[config.mk]
export PLATFORM = sky130hd
export DESIGN_NAME = load_align_unit_flat
export DESIGN_NICKNAME = d
export VERILOG_FILES = /design/src/rtl/load_align_unit_if.sv /design/src/rtl/load_align_unit.sv /design/src/flat_wrapper.sv
export SDC_FILE = /design/constraint.sdc
export NUM_CORES = 1
export LEC_CHECK = 0
export ABC_AREA = 1
export BUFFER_PORTS_ARGS = -buffer_cell sky130_fd_sc_hd__buf_4
export CORE_ASPECT_RATIO = 0.7
export CORE_MARGIN = 2
export CORE_UTILIZATION = 35
export DETAILED_ROUTE_END_ITERATION = 10
export SETUP_SLACK_MARGIN = 0.15
export SLEW_MARGIN = 20
export SYNTH_ARGS = -nofsm -noshare
export SYNTH_HDL_FRONTEND = slang
export SYNTH_SLANG_ARGS = --single-unit
[constraint.sdc]
create_clock -name clk -period 4.12 [get_ports clk]
set_input_delay 0 -clock clk [delete_from_list [all_inputs] [get_ports clk]]
set_output_delay 0 -clock clk [all_outputs]
set_load 0.1 [all_outputs]
[src/rtl/load_align_unit_if.sv]
// load_align_unit_if: request, data-memory read and response signals of the load align unit.
interface load_align_unit_if #(
    parameter int XLEN = 32
);
    logic            req_valid;
    logic            req_ready;
    logic [XLEN-1:0] req_addr;
    logic [2:0]      req_load_type;
    logic [4:0]      req_rd;
    logic            mem_rd_en;
    logic [XLEN-1:0] mem_rd_addr;
    logic [XLEN-1:0] mem_rd_data;
    logic            rsp_valid;
    logic [XLEN-1:0] rsp_data;
    logic [4:0]      rsp_rd;
    logic            rsp_err;

    modport master (
        output req_valid, req_addr, req_load_type, req_rd, mem_rd_data,
        input  req_ready, mem_rd_en, mem_rd_addr, rsp_valid, rsp_data, rsp_rd, rsp_err
    );

    modport slave (
        input  req_valid, req_addr, req_load_type, req_rd, mem_rd_data,
        output req_ready, mem_rd_en, mem_rd_addr, rsp_valid, rsp_data, rsp_rd, rsp_err
    );
endinterface

[src/rtl/load_align_unit.sv]
// load_align_unit: multi-cycle load path; reads one or two memory words, merges
// word-crossing loads and returns sign/zero-extended data.
module load_align_unit #(
    parameter int XLEN        = 32,
    parameter bit MISALIGN_EN = 1'b1
) (
    input logic clk,
    input logic rst_n,
    input logic flush,
    load_align_unit_if.slave bus
);
    localparam int BYTES = XLEN / 8;
    localparam int OFS   = $clog2(BYTES);

    typedef enum logic [2:0] {IDLE, RD0, RD1, WAIT, RESP} state_t;

    state_t          state_q, state_d;
    logic [XLEN-1:0] addr_q, addr_d, word0_q, word0_d, rsp_data_q, rsp_data_d;
    logic [2:0]      type_q, type_d;
    logic [4:0]      rd_q, rd_d, rsp_rd_q, rsp_rd_d;
    logic            cross_q, cross_d, rsp_err_q, rsp_err_d;
    logic [XLEN-1:0] base, merged, ext;
    logic [3:0]      sz;
    logic            illegal, misaligned, crossing, accept;
    logic signed [7:0]  sb;
    logic signed [15:0] sh;
    logic signed [31:0] sw;

    // request decode, evaluated on the incoming request while idle
    always_comb begin
        sz = (bus.req_load_type == 3'd1 || bus.req_load_type == 3'd4) ? 4'd1 :
             (bus.req_load_type == 3'd2 || bus.req_load_type == 3'd5) ? 4'd2 :
             (bus.req_load_type == 3'd3 || bus.req_load_type == 3'd6) ? 4'd4 : 4'd8;
        illegal    = XLEN == 32 && bus.req_load_type[2:1] == 2'b11;
        misaligned = (4'(bus.req_addr[2:0]) & (sz - 4'd1)) != 4'd0;
        crossing   = 5'(bus.req_addr[OFS-1:0]) + 5'(sz) > 5'(BYTES);
        accept     = bus.req_valid && !flush && state_q == IDLE;
    end

    assign base = {addr_q[XLEN-1:OFS], {OFS{1'b0}}};

    // the last word is still on mem_rd_data in WAIT; word1 is zero for single-word loads
    always_comb begin
        merged = XLEN'({cross_q ? bus.mem_rd_data : {XLEN{1'b0}},
                        cross_q ? word0_q : bus.mem_rd_data} >> {addr_q[OFS-1:0], 3'b000});
        sb = merged[7:0];
        sh = merged[15:0];
        sw = merged[31:0];
        case (type_q)
            3'd1:    ext = XLEN'(sb);
            3'd2:    ext = XLEN'(sh);
            3'd3:    ext = XLEN'(sw);
            3'd4:    ext = XLEN'(merged[7:0]);
            3'd5:    ext = XLEN'(merged[15:0]);
            3'd6:    ext = XLEN'(merged[31:0]);
            default: ext = merged;
        endcase
    end

    always_comb begin
        state_d    = state_q;
        addr_d     = addr_q;
        type_d     = type_q;
        rd_d       = rd_q;
        cross_d    = cross_q;
        word0_d    = word0_q;
        rsp_data_d = rsp_data_q;
        rsp_rd_d   = rsp_rd_q;
        rsp_err_d  = rsp_err_q;
        case (state_q)
            IDLE: begin
                if (accept && bus.req_load_type != 3'd0) begin
                    addr_d  = bus.req_addr;
                    type_d  = bus.req_load_type;
                    rd_d    = bus.req_rd;
                    cross_d = crossing;
                    if (illegal || (misaligned && !MISALIGN_EN)) begin
                        state_d    = RESP;
                        rsp_data_d = '0;
                        rsp_rd_d   = bus.req_rd;
                        rsp_err_d  = 1'b1;
                    end else begin
                        state_d = RD0;
                    end
                end
            end
            RD0: state_d = flush ? IDLE : cross_q ? RD1 : WAIT;
            RD1: begin
                word0_d = bus.mem_rd_data;
                state_d = flush ? IDLE : WAIT;
            end
            WAIT: begin
                state_d = flush ? IDLE : RESP;
                if (!flush) begin
                    rsp_data_d = ext;
                    rsp_rd_d   = rd_q;
                    rsp_err_d  = 1'b0;
                end
            end
            default: state_d = IDLE;
        endcase
    end

    always_ff @(posedge clk or negedge rst_n) begin
        if (!rst_n) begin
            state_q    <= IDLE;
            addr_q     <= '0;
            type_q     <= '0;
            rd_q       <= '0;
            cross_q    <= 1'b0;
            word0_q    <= '0;
            rsp_data_q <= '0;
            rsp_rd_q   <= '0;
            rsp_err_q  <= 1'b0;
        end else begin
            state_q    <= state_d;
            addr_q     <= addr_d;
            type_q     <= type_d;
            rd_q       <= rd_d;
            cross_q    <= cross_d;
            word0_q    <= word0_d;
            rsp_data_q <= rsp_data_d;
            rsp_rd_q   <= rsp_rd_d;
            rsp_err_q  <= rsp_err_d;
        end
    end

    assign bus.req_ready   = state_q == IDLE;
    assign bus.mem_rd_en   = state_q == RD0 || state_q == RD1;
    assign bus.mem_rd_addr = state_q == RD0 ? base : state_q == RD1 ? base + XLEN'(BYTES) : '0;
    assign bus.rsp_valid   = state_q == RESP && !flush;
    assign bus.rsp_data    = rsp_data_q;
    assign bus.rsp_rd      = rsp_rd_q;
    assign bus.rsp_err     = rsp_err_q;
endmodule

[src/flat_wrapper.sv]
// flat-port wrapper written by rule: the top's interface ports become plain ports
module load_align_unit_flat 
#(
    parameter int XLEN        = 32,
    parameter bit MISALIGN_EN = 1'b1
)
  (clk, rst_n, flush, bus_req_valid, bus_req_addr, bus_req_load_type, bus_req_rd, bus_mem_rd_data, bus_req_ready, bus_mem_rd_en, bus_mem_rd_addr, bus_rsp_valid, bus_rsp_data, bus_rsp_rd, bus_rsp_err);
  load_align_unit_if #(.XLEN(XLEN)) bus_i ();
  input logic clk;
  input logic rst_n;
  input logic flush;
  input wire logic [$bits(bus_i.req_valid)-1:0] bus_req_valid;
  input wire logic [$bits(bus_i.req_addr)-1:0] bus_req_addr;
  input wire logic [$bits(bus_i.req_load_type)-1:0] bus_req_load_type;
  input wire logic [$bits(bus_i.req_rd)-1:0] bus_req_rd;
  input wire logic [$bits(bus_i.mem_rd_data)-1:0] bus_mem_rd_data;
  output wire logic [$bits(bus_i.req_ready)-1:0] bus_req_ready;
  output wire logic [$bits(bus_i.mem_rd_en)-1:0] bus_mem_rd_en;
  output wire logic [$bits(bus_i.mem_rd_addr)-1:0] bus_mem_rd_addr;
  output wire logic [$bits(bus_i.rsp_valid)-1:0] bus_rsp_valid;
  output wire logic [$bits(bus_i.rsp_data)-1:0] bus_rsp_data;
  output wire logic [$bits(bus_i.rsp_rd)-1:0] bus_rsp_rd;
  output wire logic [$bits(bus_i.rsp_err)-1:0] bus_rsp_err;
  assign bus_i.req_valid = bus_req_valid;
  assign bus_i.req_addr = bus_req_addr;
  assign bus_i.req_load_type = bus_req_load_type;
  assign bus_i.req_rd = bus_req_rd;
  assign bus_i.mem_rd_data = bus_mem_rd_data;
  assign bus_req_ready = bus_i.req_ready;
  assign bus_mem_rd_en = bus_i.mem_rd_en;
  assign bus_mem_rd_addr = bus_i.mem_rd_addr;
  assign bus_rsp_valid = bus_i.rsp_valid;
  assign bus_rsp_data = bus_i.rsp_data;
  assign bus_rsp_rd = bus_i.rsp_rd;
  assign bus_rsp_err = bus_i.rsp_err;
  load_align_unit #(.XLEN(XLEN), .MISALIGN_EN(MISALIGN_EN)) u_core (.clk(clk), .rst_n(rst_n), .flush(flush), .bus(bus_i));
endmodule
==> results by group <==
Layout
  – Core Util, Final: 0.486
  – Layout cells sized above 1: 0.160
  – Layout net count: 1364
  – N_diodes: 0
  – Area Overhead vs Synth: 34.7%
  – Layout filler cell count: a little over 2000

Worst setup path
  – Nature of the critical path startpoint: register
  – Crit Path Category: reg2out
  – R2r startpoint: u_core.state_q[1]
  – Max incr delay on CP: 0.53 ns
  – CP endpoint kind: output port
  – Reg2Reg Depth: 6
  – Reg2reg end: u_core.bus.rsp_data[19]
  – Worst path slowest cell: nor2_1
  – CP required: 4.12 ns
  – Worst Path Arrival: approximately 2.8 ns
  – Critical path origin: u_core.addr_q[3]
  – Cell Chain, Critical Path: ha_1, nand2_1, inv_1, nand3_1, nor2_1, nand3_1, nand2_1, nand3_1, nand2_1, buf_4
  – Worst reg-to-reg setup slack: between 1.5 and 2 ns
  – Maximum fanout along the worst path: 5

Floorplan
  – Top Ports: 149
  – Rows: 43
  – Core Region: roughly 0.02 mm²
  – Die Ht: ~120 µm
  – Die Wd: around 180 µm
  – Die Area: ~0.022 mm²
  – Initial core utilization: 0.361

Worst hold path
  – Worst hold start: bus_req_valid
  – Worst hold-check path type: in2reg
  – Hold Path Sink: u_core.type_q[2]
  – Worst Hold Depth: 5

Routing
  – Drt wl/cell: between 15 and 20 µm
  – WL final: 26700 µm
  – Vias: 7963
  – Remaining antenna violation count: 0
  – Number of remaining DRC errors: 0
  – DRT iter0 DRCs: around 1000
  – DR vias/cell: a little over 5
  – Drt pass-1 iters: 7

Power and ir drop
  – Part of the power in combinational logic: 0.609
  – VDD IR max: approximately 0.68 mV
  – Sw Ratio: 0.585
  – Total power: between 9 and 10 mW
  – Net Switching: roughly 5.4 mW
  – P per Cell Area: ~950 mW/mm²
  – Internal power: 3.85 mW
  – Lkg Pwr: between 4 and 5 nW
  – Flop pwr share: 0.232
  – Clock share of power: 0.158

Synth
  – Post-synth EDFFs: 0
  – Mapped Cells: 1092
  – Flip-flop and latch count after synthesis: 114
  – Number of library cell types mapped by synthesis: 40
  – Seq/Total Area, Yosys: 0.394
  – Top cells by area, synth: dfrtp_1 39%, nand2_1 23%, nand3_1 8.5%, o21ai_0 7.3%, inv_1 3.9%
  – Post-Syn Area: around 0.0072 mm²
  – Top cells by count, synth: 450 x nand2_1, 123 x nand3_1, 114 x dfrtp_1
  – Mapped Avg Cell Area: between 6 and 7 µm²
  – Area leader, netlist: dfrtp_1
  – Warnings, synthesis: 0
  – Asr flop ratio synth: 1.00
  – Count leader, synth: nand2_1
  – Most common flop cell mapped by yosys: dfrtp_1
  – Synth top area share: 0.394

Clock tree
  – Post-CTS sizing: 0
  – Worst-path clk slew: roughly 0.060 ns
  – CTS max path bufs: 2
  – # H-tree levels: 4
  – Num CTS Buffers: 17
  – CTS tree: yes
  – Clock sinks: ~110
  – Worst-skew pair later-pin latency: 0.42 ns
  – Root Driver: clkbuf_16

STA
  – Final worst slack: 1.35 ns
  – Final setup TNS: 0 ns
  – Fin crit period: between 2 and 3 ns
  – Worst rel slew slack: 0.293
  – Unrepaired setup endpoints after global routing: false
  – Worst-margin pin slew: about 1.1 ns
  – Worst Hold Slack: slightly below 0.2 ns
  – Fmax: approximately 0.36 GHz
  – Final Hold Fails: 0
  – Final period util: 0.673
  – # setup viols final: 0
  – Pins Over Slew Limit: 0
  – Clock skew: 0.0107 ns

Global route
  – M3 GR Usage: 0.0910
  – Most Crowded Layer GR: met1
  – Initial antenna violation count: 0
  – Met1 GRT Util: 0.392
  – Largest net degree at the start of global routing: 66
  – Global Route Usage Sum: 0.244
  – First-pass GRT wire length: ~41000 µm
  – Total grt overflow: 0
  – Vias in the first global route: about 7200
  – Met2 Resource Use GR: 0.294

Flow run
  – Max_cap viols: 0

Placement
  – RD Place Congestion: between 1 and 1.5
  – DP Wirelength: around 19000 µm
  – Pre-CTS WS: roughly 1.7 ns
  – Port Buffers: between 100 and 150

Status
  – Status: complete, no violations
cell families (layout without fill, tap and decap cells):
family,after synthesis,count (layout),synth area share
and+or+nand+nor,652,652,0.373
AOI/OAI and AO/OA,173,173,0.130
buffers and inverters,144,347,0.0900
DFF,114,114,0.394
adders and majority gates,4,4,0.00795
xor gates and xnor gates,4,4,0.00484
other,1,2,0.000518
worst max-delay path by stage:
stage                                  end  cells past startpoint
floorplan                    bus_rsp_valid                      2
global placement    u_core.bus.rsp_data[2]                      6
detailed placement  u_core.bus.rsp_data[4]                      6
CTS                     bus_mem_rd_addr[6]                      6
global route           bus_mem_rd_addr[30]                     10
finish                 bus_mem_rd_addr[20]                     10
registers in the layout, summed over array words and instances (netlist names):
register	cells
u_core.addr_q	32
u_core.bus.rsp_data	32
u_core.word0_q	32
u_core.bus.rsp_rd	5
u_core.rd_q	5
u_core.state_q	3
u_core.type_q	3
u_core.bus.rsp_err	1
u_core.cross_q	1
layer usage:
metal	vias to the layer above	share of wire	wire length, µm
met1	3609	0.50	13300
li1	3895	-	-
met5	-	0	0
met4	0	0.015	401
met3	28	0.12	3290
met2	431	0.37	9750
what timing repair did:
item / in CTS / in global routing
hold endpoints to repair: 146 / 0
hold buffers: 76 / 0
buffers inserted: 0 / 0
power by group through the flow:
stage / combinational [mW] / clock, mW / sequential (mW)
after floorplan: 3.22 / 0 / 3.09
after global placement: 5.52 / 0 / 2.15
after detailed placement: 5.53 / 0 / 2.14
after CTS: 5.60 / 1.49 / 2.14
after global routing: 6.07 / 1.54 / 2.23
final: 5.66 / 1.47 / 2.16
layout by cell type (no fill, tap or decap), types with 2 or more instances in the layout:
master	n
nand4_1	2
nand2_2	4
nor2_1	53
nor3_1	10
inv_2	6
o22ai_1	2
nand2_4	2
a21oi_1	26
nand3_2	2
bufinv_16	2
dfrtp_1	113
buf_4	154
a22oi_1	4
xor2_1	4
nand3_1	123
clkinv_2	3
a31oi_1	6
o21ai_1	11
clkbuf_16	17
o21ai_0	105
o211ai_1	14
a22o_1	2
inv_1	76
nand2_1	450
conb_1	2
clkinv_1	2
clkinvlp_4	5
ha_1	3
inv_6	2
dlygate4sd3_1	76
area by class of cell:
cell class	instances	area (µm²)	share of cell area
Multi-Input combinational cell	835	3740	0.384
Sequential cell	114	2850	0.293
Timing Repair Buffer	230	1920	0.197
Clock buffer	19	443	0.0454
Tap cell	270	338	0.0346
Inverter	86	327	0.0335
Clock inverter	12	134	0.0137
stage by stage:
stage,instances,cell area (µm²)
2_1_floorplan,1093,7250
3_3_place_gp,1459,8420
3_5_place_dp,1459,8420
4_1_cts,1566,9750
5_1_grt,1566,9750
6_report,1566,9750
worst max-delay path: cells and delay by family (launching register included):
family	cells	cell delay [ns]
buffers and inverters	2	0.38
flip-flops	1	0.47
adder cells (fa/ha/maj)	1	0.26
AND/OR/NAND/NOR	7	1.25
(Power assumes the default switching activity.)
